**config.mk**
```make
export PLATFORM = sky130hd
export DESIGN_NAME = shift_word_serializer
export DESIGN_NICKNAME = d
export VERILOG_FILES = /design/src/rtl/shift_ser_pkg.sv /design/src/rtl/shift_word_fifo.sv /design/src/rtl/shift_word_serializer.sv
export SDC_FILE = /design/constraint.sdc
export NUM_CORES = 1
export LEC_CHECK = 0
export ABC_CLOCK_PERIOD_IN_PS = 24300
export CAP_MARGIN = 20
export CORE_MARGIN = 2
export CORE_UTILIZATION = 50
export DETAILED_ROUTE_END_ITERATION = 8
export PLACE_DENSITY = 0.81
export SKIP_LAST_GASP = 1
export SLEW_MARGIN = 20
export SYNTH_ARGS = -nofsm -noshare
export SYNTH_HDL_FRONTEND = slang
export SYNTH_SLANG_ARGS = --single-unit
```
**constraint.sdc**
```tcl
create_clock -name clk -period 24.3 [get_ports clk]
set_clock_uncertainty 0.15 [all_clocks]
set_input_delay 2.43 -clock clk [delete_from_list [all_inputs] [get_ports clk]]
set_output_delay 2.43 -clock clk [all_outputs]
set_load 0.1 [all_outputs]
```
**src/rtl/shift_ser_pkg.sv**
```systemverilog
// Shared constants and FSM state type for the shift-word serializer.
package shift_ser_pkg;
    localparam int BYTE_W     = 8;
    localparam int DROP_CNT_W = 8;

    typedef enum logic {
        IDLE = 1'b0,
        SEND = 1'b1
    } ser_state_e;
endpackage

```
**src/rtl/shift_word_fifo.sv**
```systemverilog
// Word buffer in front of the serializer: pointer-based FIFO, head word visible combinationally
// so the serializer can pop it straight into its holding register.
module shift_word_fifo
    import shift_ser_pkg::*;
#(
    parameter int WIDTH = 128,
    parameter int DEPTH = 2
) (
    input  logic             clk,
    input  logic             reset,
    input  logic             push,
    input  logic             pop,
    input  logic [WIDTH-1:0] wdata,
    output logic [WIDTH-1:0] rdata,
    output logic             full,
    output logic             empty
);
    localparam int AW = $clog2(DEPTH);

    // One extra pointer bit distinguishes full from empty when the addresses match.
    logic [AW:0]      wr_ptr_q, rd_ptr_q;
    logic [WIDTH-1:0] mem_q [DEPTH];

    always_ff @(posedge clk) begin
        if (reset) begin
            wr_ptr_q <= '0;
            rd_ptr_q <= '0;
        end else begin
            if (push) wr_ptr_q <= wr_ptr_q + (AW+1)'(1);
            if (pop)  rd_ptr_q <= rd_ptr_q + (AW+1)'(1);
        end
    end

    always_ff @(posedge clk) begin
        if (push && !reset) mem_q[wr_ptr_q[AW-1:0]] <= wdata;
    end

    assign rdata = mem_q[rd_ptr_q[AW-1:0]];
    assign empty = (wr_ptr_q == rd_ptr_q);
    assign full  = (wr_ptr_q[AW] != rd_ptr_q[AW]) && (wr_ptr_q[AW-1:0] == rd_ptr_q[AW-1:0]);
endmodule

```
**src/rtl/shift_word_serializer.sv**
```systemverilog
// Buffers shifted words and emits them one byte lane per handshake, lane 0 first.
// Define SHIFT_SER_DROP_CNT_EN to add the saturating drop_cnt output.
module shift_word_serializer
    import shift_ser_pkg::*;
#(
    parameter int M     = 4,
    parameter int DEPTH = 2
) (
    input  logic                          clk,
    input  logic                          reset,
    input  logic [BYTE_W*(2**M)-1:0]      word_in,
    input  logic                          en_in,
    input  logic                          ready_in,
    output logic [BYTE_W-1:0]             byte_out,
    output logic                          valid_out,
    output logic                          last_out,
    output logic                          overflow,
    output logic                          busy
`ifdef SHIFT_SER_DROP_CNT_EN
    ,
    output logic [DROP_CNT_W-1:0]         drop_cnt
`endif
);
    localparam int N      = 2**M;
    localparam int WORD_W = BYTE_W*N;
    localparam logic [M-1:0] LAST_IDX = {M{1'b1}};

    ser_state_e         state_q, state_d;
    logic [WORD_W-1:0]  hold_q, hold_d;
    logic [M-1:0]       index_q, index_d;
    logic               overflow_q;

    logic               fifo_push, fifo_pop, fifo_full, fifo_empty, drop;
    logic [WORD_W-1:0]  fifo_rdata;
    logic [BYTE_W-1:0]  lanes [N];

    shift_word_fifo #(
        .WIDTH (WORD_W),
        .DEPTH (DEPTH)
    ) u_fifo (
        .clk   (clk),
        .reset (reset),
        .push  (fifo_push),
        .pop   (fifo_pop),
        .wdata (word_in),
        .rdata (fifo_rdata),
        .full  (fifo_full),
        .empty (fifo_empty)
    );

    for (genvar gi = 0; gi < N; gi++) begin : g_lane
        assign lanes[gi] = hold_q[gi*BYTE_W +: BYTE_W];
    end

    always_comb begin
        state_d  = state_q;
        hold_d   = hold_q;
        index_d  = index_q;
        fifo_pop = 1'b0;
        case (state_q)
            IDLE: begin
                if (!fifo_empty) begin
                    fifo_pop = 1'b1;
                    hold_d   = fifo_rdata;
                    index_d  = '0;
                    state_d  = SEND;
                end
            end
            SEND: begin
                if (ready_in) begin
                    if (index_q != LAST_IDX) begin
                        index_d = index_q + M'(1);
                    end else if (!fifo_empty) begin
                        // Reload straight from the FIFO so the word boundary has no bubble.
                        fifo_pop = 1'b1;
                        hold_d   = fifo_rdata;
                        index_d  = '0;
                    end else begin
                        index_d = '0;
                        state_d = IDLE;
                    end
                end
            end
            default: state_d = IDLE;
        endcase
    end

    // A full FIFO still takes the word when its head leaves on the same edge.
    assign fifo_push = en_in && (!fifo_full || fifo_pop);
    assign drop      = en_in && fifo_full && !fifo_pop;

    always_ff @(posedge clk) begin
        if (reset) begin
            state_q    <= IDLE;
            hold_q     <= '0;
            index_q    <= '0;
            overflow_q <= 1'b0;
        end else begin
            state_q    <= state_d;
            hold_q     <= hold_d;
            index_q    <= index_d;
            overflow_q <= drop;
        end
    end

    assign valid_out = (state_q == SEND);
    assign byte_out  = valid_out ? lanes[index_q] : '0;
    assign last_out  = valid_out && (index_q == LAST_IDX);
    assign overflow  = overflow_q;
    assign busy      = valid_out || !fifo_empty;

`ifdef SHIFT_SER_DROP_CNT_EN
    logic [DROP_CNT_W-1:0] drop_cnt_q;

    always_ff @(posedge clk) begin
        if (reset) begin
            drop_cnt_q <= '0;
        end else if (drop && (drop_cnt_q != {DROP_CNT_W{1'b1}})) begin
            drop_cnt_q <= drop_cnt_q + DROP_CNT_W'(1);
        end
    end

    assign drop_cnt = drop_cnt_q;
`endif
endmodule

```
* Yosys cells after proc, flatten, opt, wreduce, memory -nomap -nowiden *
Memories as Yosys holds them, arrays and structs flattened. A register that Yosys moved wholly into a read port is not among the register bits.
Cells that the tools add are included.

storage, ports and cells
  register bits after elaboration = 138
  memory bits (writable) = 256
  word-level logic and storage cells = 58
  memories kept = 1

cells by class
  add/sub/neg operators = 3
  order comparisons = 1
  equal/unequal tests = 8
  multiplexer cells = 23
  bitwise operators = 2
  reduce and logical (&&, ||, !) cells = 14

memories
  memory        words  width  read ports  clocked after memory_dff  write ports  line                   text
  u_fifo.mem_q  2      128    1           1                         1            shift_word_fifo.sv:22  logic [WIDTH-1:0] mem_q [DEPTH];

operators with widths
  operator                                                        count
  128-bit two-way mux                                             3
  128-bit case mux with 2 select lines                            1
  8-bit binary-select mux with 4-bit select                       1
  8-bit two-way mux                                               3
  4-bit two-way mux                                               3
  1-bit two-way mux                                               9
  4-bit case mux with 2 select lines                              1
  1-bit logical AND                                               6
  2-bit != test (second input constant)                           3
  5-bit greater-or-equal comparator (second input constant)       1
  4-bit inverter with 5-bit output                                1
  2-bit by 1-bit adder with 2-bit output (second input constant)  2
  4-bit by 1-bit adder with 4-bit output (second input constant)  1
  4-bit equality test (second input constant)                     1
  1-bit logical NOT                                               4
  4-bit != test (second input constant)                           1
  1-bit case mux with 2 select lines                              2
  2-bit AND reduction                                             2
  2-bit equality test                                             1
  1-bit logical OR                                                2
  1-bit equality test                                             1
  1-bit != test                                                   1
  1-bit inverter                                                  1

* Longest topological paths before layout *
  depth after elaboration = 10
  gate-level depth with buffers = 7
  gate-level depth less buffers = 5

* Hierarchy *
Synthesis repeated with hierarchy kept, for this count alone.

second synthesis, totals
  cells, all modules = 1124
  area total of the unflattened synthesis = 15309.7 um2

by module, submodules not included
  module                 instances  cells an instance  area each (um2)  sequential area each (um2)
  shift_word_fifo        1          420                9524.1           7787.5
  shift_word_serializer  1          704                5785.5           2682.6

* Worst setup path after synthesis *
OpenSTA, ideal clock, no wires.

  path type = input to register
  start = in ready_in
  end = mem u_fifo.mem_q[1][0] (enable)
  arrival = 12120 ps
  required time = 23351 ps
  path slack = 11231 ps
  stages on the path = 4
  cell sequence = nand4_1 nand4_1 nand2_1 nor3b_1

between the ends
  word-level cells in the longest chain between the ends = 7

RTL lines
  item                                     line                         text
  from (decl)                              shift_word_serializer.sv:13  input logic ready_in,
  1-bit two-way mux                        shift_word_serializer.sv:70  if (ready_in) begin
  1-bit case mux with 2 select lines       shift_word_serializer.sv:60  case (state_q)
  1-bit logical OR                         shift_word_serializer.sv:89  assign fifo_push = en_in && (!fifo_full || fifo_pop);
  1-bit logical AND                        shift_word_serializer.sv:89
  1-bit logical AND                        shift_word_fifo.sv:35        if (push && !reset) mem_q[wr_ptr_q[AW-1:0]] <= wdata;
  1-bit two-way mux                        shift_word_fifo.sv:35
  1-bit two-way mux (implied by the code)  shift_word_fifo.sv:35
  to (decl)                                shift_word_fifo.sv:22

Every way passes these cells.

* Worst setup path in the final report *
  start = reg index_q[0]
  end = out byte_out[5]

between the ends
  word-level cells in the longest chain between the ends = 5

RTL lines
  item                                                    line                          text
  from (decl)                                             shift_word_serializer.sv:30   logic [M-1:0] index_q, index_d;
  from (signal assigned)                                  shift_word_serializer.sv:101  index_q <= index_d;
  4-bit inverter with 5-bit output (implied by the code)  shift_word_serializer.sv:107  assign byte_out = valid_out ? lanes[index_q] : '0;
  8-bit binary-select mux with 4-bit select               shift_word_serializer.sv:107
  8-bit two-way mux (implied by the code) (2 in a row)    shift_word_serializer.sv:107
  8-bit two-way mux                                       shift_word_serializer.sv:107
  to (decl)                                               shift_word_serializer.sv:14   output logic [BYTE_W-1:0] byte_out,

Every way passes these cells. The select of a mux whose other input is x is not followed.

==> run_summary.xml <==
<?xml version="1.0" encoding="UTF-8"?>
<metrics>
  <group name="outcome">
    <metric name="status" unit="">finished, final reports clean</metric>
  </group>
  <group name="finish">
    <metric name="area_growth" unit="%">19.6</metric>
    <metric name="final.fill_count" unit="">2247</metric>
    <metric name="layout-drive-gt1-share" unit="%">15.8</metric>
    <metric name="layout_common_cells" unit="">edfxtp_1 (256), mux2i_1 (178), clkdlybuf4s50_1 (142), nor2_1 (138), dfxtp_1 (137)</metric>
    <metric name="post-route-util" unit="%">60.4</metric>
    <metric name="sequential_cell_area" unit="um^2">10500</metric>
    <metric name="diodes" unit="">0</metric>
    <metric name="layout.cells.most_common" unit="">edfxtp_1</metric>
    <metric name="multi_input_area" unit="um^2">4530</metric>
    <metric name="finalNonFillerCells" unit="">1576</metric>
    <metric name="design.final.nets" unit="">1281</metric>
  </group>
  <group name="job">
    <metric name="max_cap_viol_count" unit="">0</metric>
  </group>
  <group name="pwr">
    <metric name="power.combinational.fraction" unit="%">29.2</metric>
    <metric name="p_seq_share" unit="%">42.5</metric>
    <metric name="int_power" unit="mW">1.47</metric>
    <metric name="switching_share" unit="%">33.1</metric>
    <metric name="powerDensity" unit="nW/um^2">119</metric>
    <metric name="power.switching" unit="mW">0.729</metric>
    <metric name="ir_drop" unit="uV">81.7</metric>
    <metric name="p_leak" unit="nW">6.02</metric>
    <metric name="p_clk_share" unit="%">28.3</metric>
  </group>
  <group name="cts">
    <metric name="tritoncts.num_buffers" unit="">40</metric>
    <metric name="clock_tree_from_tritoncts" unit="">done</metric>
    <metric name="cts-root-buf" unit="">clkbuf_16</metric>
    <metric name="cts.htree.levels" unit="">2</metric>
    <metric name="cts_hold_repair.buffers" unit="">0</metric>
    <metric name="clkSinkCount" unit="">395</metric>
    <metric name="clk_pin_slew" unit="ns">0.06</metric>
    <metric name="number_of_buffers_inserted_to_repair_setup_after_cts" unit="">0</metric>
    <metric name="clock_latency" unit="ns">0.54</metric>
    <metric name="cts-resized-gates" unit="">0</metric>
    <metric name="clk_path_buf_depth" unit="">3</metric>
  </group>
  <group name="floorplanning">
    <metric name="fp.dieH" unit="um">180</metric>
    <metric name="placementRows" unit="">64</metric>
    <metric name="core-area" unit="um^2">30500</metric>
    <metric name="dieArea" unit="um^2">32300</metric>
    <metric name="floorplan.die.width" unit="um">180</metric>
    <metric name="io_pins" unit="">144</metric>
    <metric name="initial_core_util" unit="%">50.5</metric>
  </group>
  <group name="global_route">
    <metric name="pin_count_of_the_biggest_net_entering_global_routing" unit="">97</metric>
    <metric name="grt_use_total" unit="%">19.9</metric>
    <metric name="grt_antenna_before_repair" unit="">2</metric>
    <metric name="first_global_vias" unit="">9106</metric>
    <metric name="grt_first_pass_wirelength" unit="um">50400</metric>
    <metric name="congestion_overflow_gr" unit="">0</metric>
  </group>
  <group name="detailed_routing">
    <metric name="via_count" unit="">8786</metric>
    <metric name="routed_via_density" unit="">5.57</metric>
    <metric name="avgRoutedWirePerCell" unit="um">20.6</metric>
    <metric name="detail_route.drc_violations" unit="">0</metric>
    <metric name="drt_pass1_iterations" unit="">5</metric>
    <metric name="number_of_nets_still_failing_antenna_checks_after_routing" unit="">0</metric>
    <metric name="drt_iter0_markers" unit="">799</metric>
    <metric name="drt_wl_total" unit="um">32400</metric>
  </group>
  <group name="critical_path">
    <metric name="worstSetupEndpointType" unit="">output port</metric>
    <metric name="reg2reg_from" unit="">index_q[0]</metric>
    <metric name="cp-startpoint" unit="">index_q[0]</metric>
    <metric name="crit_arrival" unit="ns">3.89</metric>
    <metric name="worst-endpoint-required" unit="ns">21.72</metric>
    <metric name="timing.reg2reg.setup_slack" unit="ns">19.87</metric>
    <metric name="timing.rr.end" unit="">hold_q[27]</metric>
    <metric name="path_class" unit="">register to output port</metric>
    <metric name="timing.reg2reg.worst_path_depth" unit="">8</metric>
    <metric name="timing.critical_path.fanout_max" unit="">33</metric>
    <metric name="crit_path_start_kind" unit="">register</metric>
  </group>
  <group name="sta">
    <metric name="timing_max_transition_violations_final" unit="">0</metric>
    <metric name="max_slew_headroom" unit="%">28.4</metric>
    <metric name="final_min_period_over_clock_period" unit="%">26.6</metric>
    <metric name="worst_slew_pin_slew" unit="ns">1.07</metric>
    <metric name="finalSetupViolCount" unit="">0</metric>
    <metric name="finalWorstPathRequiredPeriod" unit="ns">6.47</metric>
    <metric name="total_neg_setup_slack" unit="ns">0</metric>
    <metric name="finalHoldViolCount" unit="">0</metric>
    <metric name="max_clock_freq" unit="MHz">155</metric>
    <metric name="timing.final.ws_setup" unit="ns">17.83</metric>
    <metric name="grt_setup_unrepaired" unit="">no</metric>
  </group>
  <group name="worst_hold_path">
    <metric name="min_path_type" unit="">register to register</metric>
    <metric name="hold_path_end" unit="">hold_q[120]</metric>
    <metric name="hold_path_depth" unit="">2</metric>
    <metric name="startpoint_of_the_most_critical_hold_path" unit="">hold_q[120]</metric>
  </group>
  <group name="placed_design">
    <metric name="port_buffers" unit="">143</metric>
    <metric name="post-place-cells" unit="">1501</metric>
    <metric name="place_hpwl" unit="um">21400</metric>
    <metric name="gpl.final_weighted_congestion" unit="">0.848</metric>
    <metric name="place_ws" unit="ns">18.43</metric>
  </group>
  <group name="logic_synthesis">
    <metric name="synthSimpleGateAreaFrac" unit="%">4.51</metric>
    <metric name="netlist_area" unit="um^2">15400</metric>
    <metric name="synth_sequential_area_ratio" unit="%">67.9</metric>
    <metric name="post_synth.cell_area_avg" unit="um^2">15.1</metric>
    <metric name="yosys.area_share.adder" unit="%">0.0812</metric>
    <metric name="number_of_flops_mapped_to_enable_cells_by_yosys" unit="">256</metric>
    <metric name="netlist-cell-type-count" unit="">43</metric>
    <metric name="synth.area.mux_share" unit="%">12.7</metric>
    <metric name="dominantRegCellSynth" unit="">edfxtp_1</metric>
    <metric name="postSynth.asyncResetShare" unit="%">0</metric>
    <metric name="share_of_the_synthesized_area_in_compound_gates_ao_oa_aoi_oai" unit="%">11.7</metric>
    <metric name="postSynthCellCount" unit="">1023</metric>
    <metric name="dominant_combinational_cell_family_by_area_after_synthesis" unit="">multiplexers</metric>
    <metric name="syn-num-nets" unit="">1156</metric>
    <metric name="yosys_warnings" unit="">0</metric>
    <metric name="yosys.area_share.xor_xnor" unit="%">0.333</metric>
    <metric name="synth.ff_latch_count" unit="">395</metric>
  </group>
</metrics>
## Yosys cell counts, types with 3 or more instances
cell,count,share of area (%)
a221oi_1,4,0.23
a22oi_1,14,0.68
buf_1,5,0.12
dfxtp_1,139,18
nand2_1,18,0.44
a21oi_1,9,0.29
xnor2_1,3,0.17
nor2_1,138,3.4
clkbuf_1,29,0.71
a211oi_1,38,1.9
buf_4,13,0.63
edfxtp_1,256,50
buf_2,18,0.58
o22ai_1,3,0.12
mux2i_1,178,12
o21ai_0,13,0.42
buf_6,10,0.73
a211oi_2,90,7.3
mux4_2,5,0.73
a22o_1,4,0.23
nand4_1,3,0.12
mux2_2,5,0.37
nor2b_1,5,0.20
## per-stage QoR
step / cell area (um^2) / total power, mW / hold slack [ns]
global route: 18400 / 2.31 / 0.381
global placement: 17000 / 1.57 / 0.339
CTS: 18400 / 2.22 / 0.358
finish: 18400 / 2.20 / 0.357
detailed placement: 17000 / 1.59 / 0.349
floorplan: 15400 / 1.46 / 0.325
## flip-flops by register name, summed over array words and instances, names as in the netlist, named ones only
signal	cells
overflow	1
valid_out	1
u_fifo.wr_ptr_q	2
u_fifo.mem_q	256
hold_q	128
u_fifo.rd_ptr_q	2
index_q	4
## power by group through the flow
| stage | logic (mW) | clock network [mW] | registers (mW) |
|---|---|---|---|
| final | 0.644 | 0.623 | 0.936 |
| after CTS | 0.646 | 0.634 | 0.936 |
| after detailed placement | 0.642 | 0 | 0.948 |
| after global placement | 0.623 | 0 | 0.949 |
| after floorplan | 0.544 | 0 | 0.912 |
| after global routing | 0.699 | 0.659 | 0.950 |
## kinds of logic after synthesis
logic type | count (synthesis)
AOI/OAI and AO/OA | 185
xor gates and xnor gates | 5
DFF | 395
adders and majority gates | 1
buffers and inverters | 76
muxes | 188
and+or+nand+nor | 173
## layout make-up
type	instances	share of cell area [%]
clock inverter	17	0.780
clock buffer	57	6.62
tap	396	2.69
inverter	1	0.0204
timing repair buffer	158	8.49
multi-input combinational	552	24.6
sequential	395	56.8
## routing by layer
metal  wire length (um)  track usage (%)
met5                 24                0
met4                948             6.93
met3               1930             4.09
met2              15800             32.8
met1              13700             26.2
## critical path, cell delays in order, from the launching register on
cell and delay, ns:
dfxtp_2 0.70, buf_4 0.56, mux4_2 0.56, o21ai_0 0.22, o21ai_0 0.26, clkdlybuf4s50_1 1.04
## how the worst max path moves through the flow
stage	slack [ns]	endpoint
final	17.83	byte_out[5]
after global routing	17.67	byte_out[3]
after CTS	17.85	byte_out[5]
after detailed placement	18.43	hold_q[27]
after global placement	18.47	byte_out[0]
after floorplan	11.23	u_fifo.mem_q[1][0]
(Power assumes the default switching activity.)
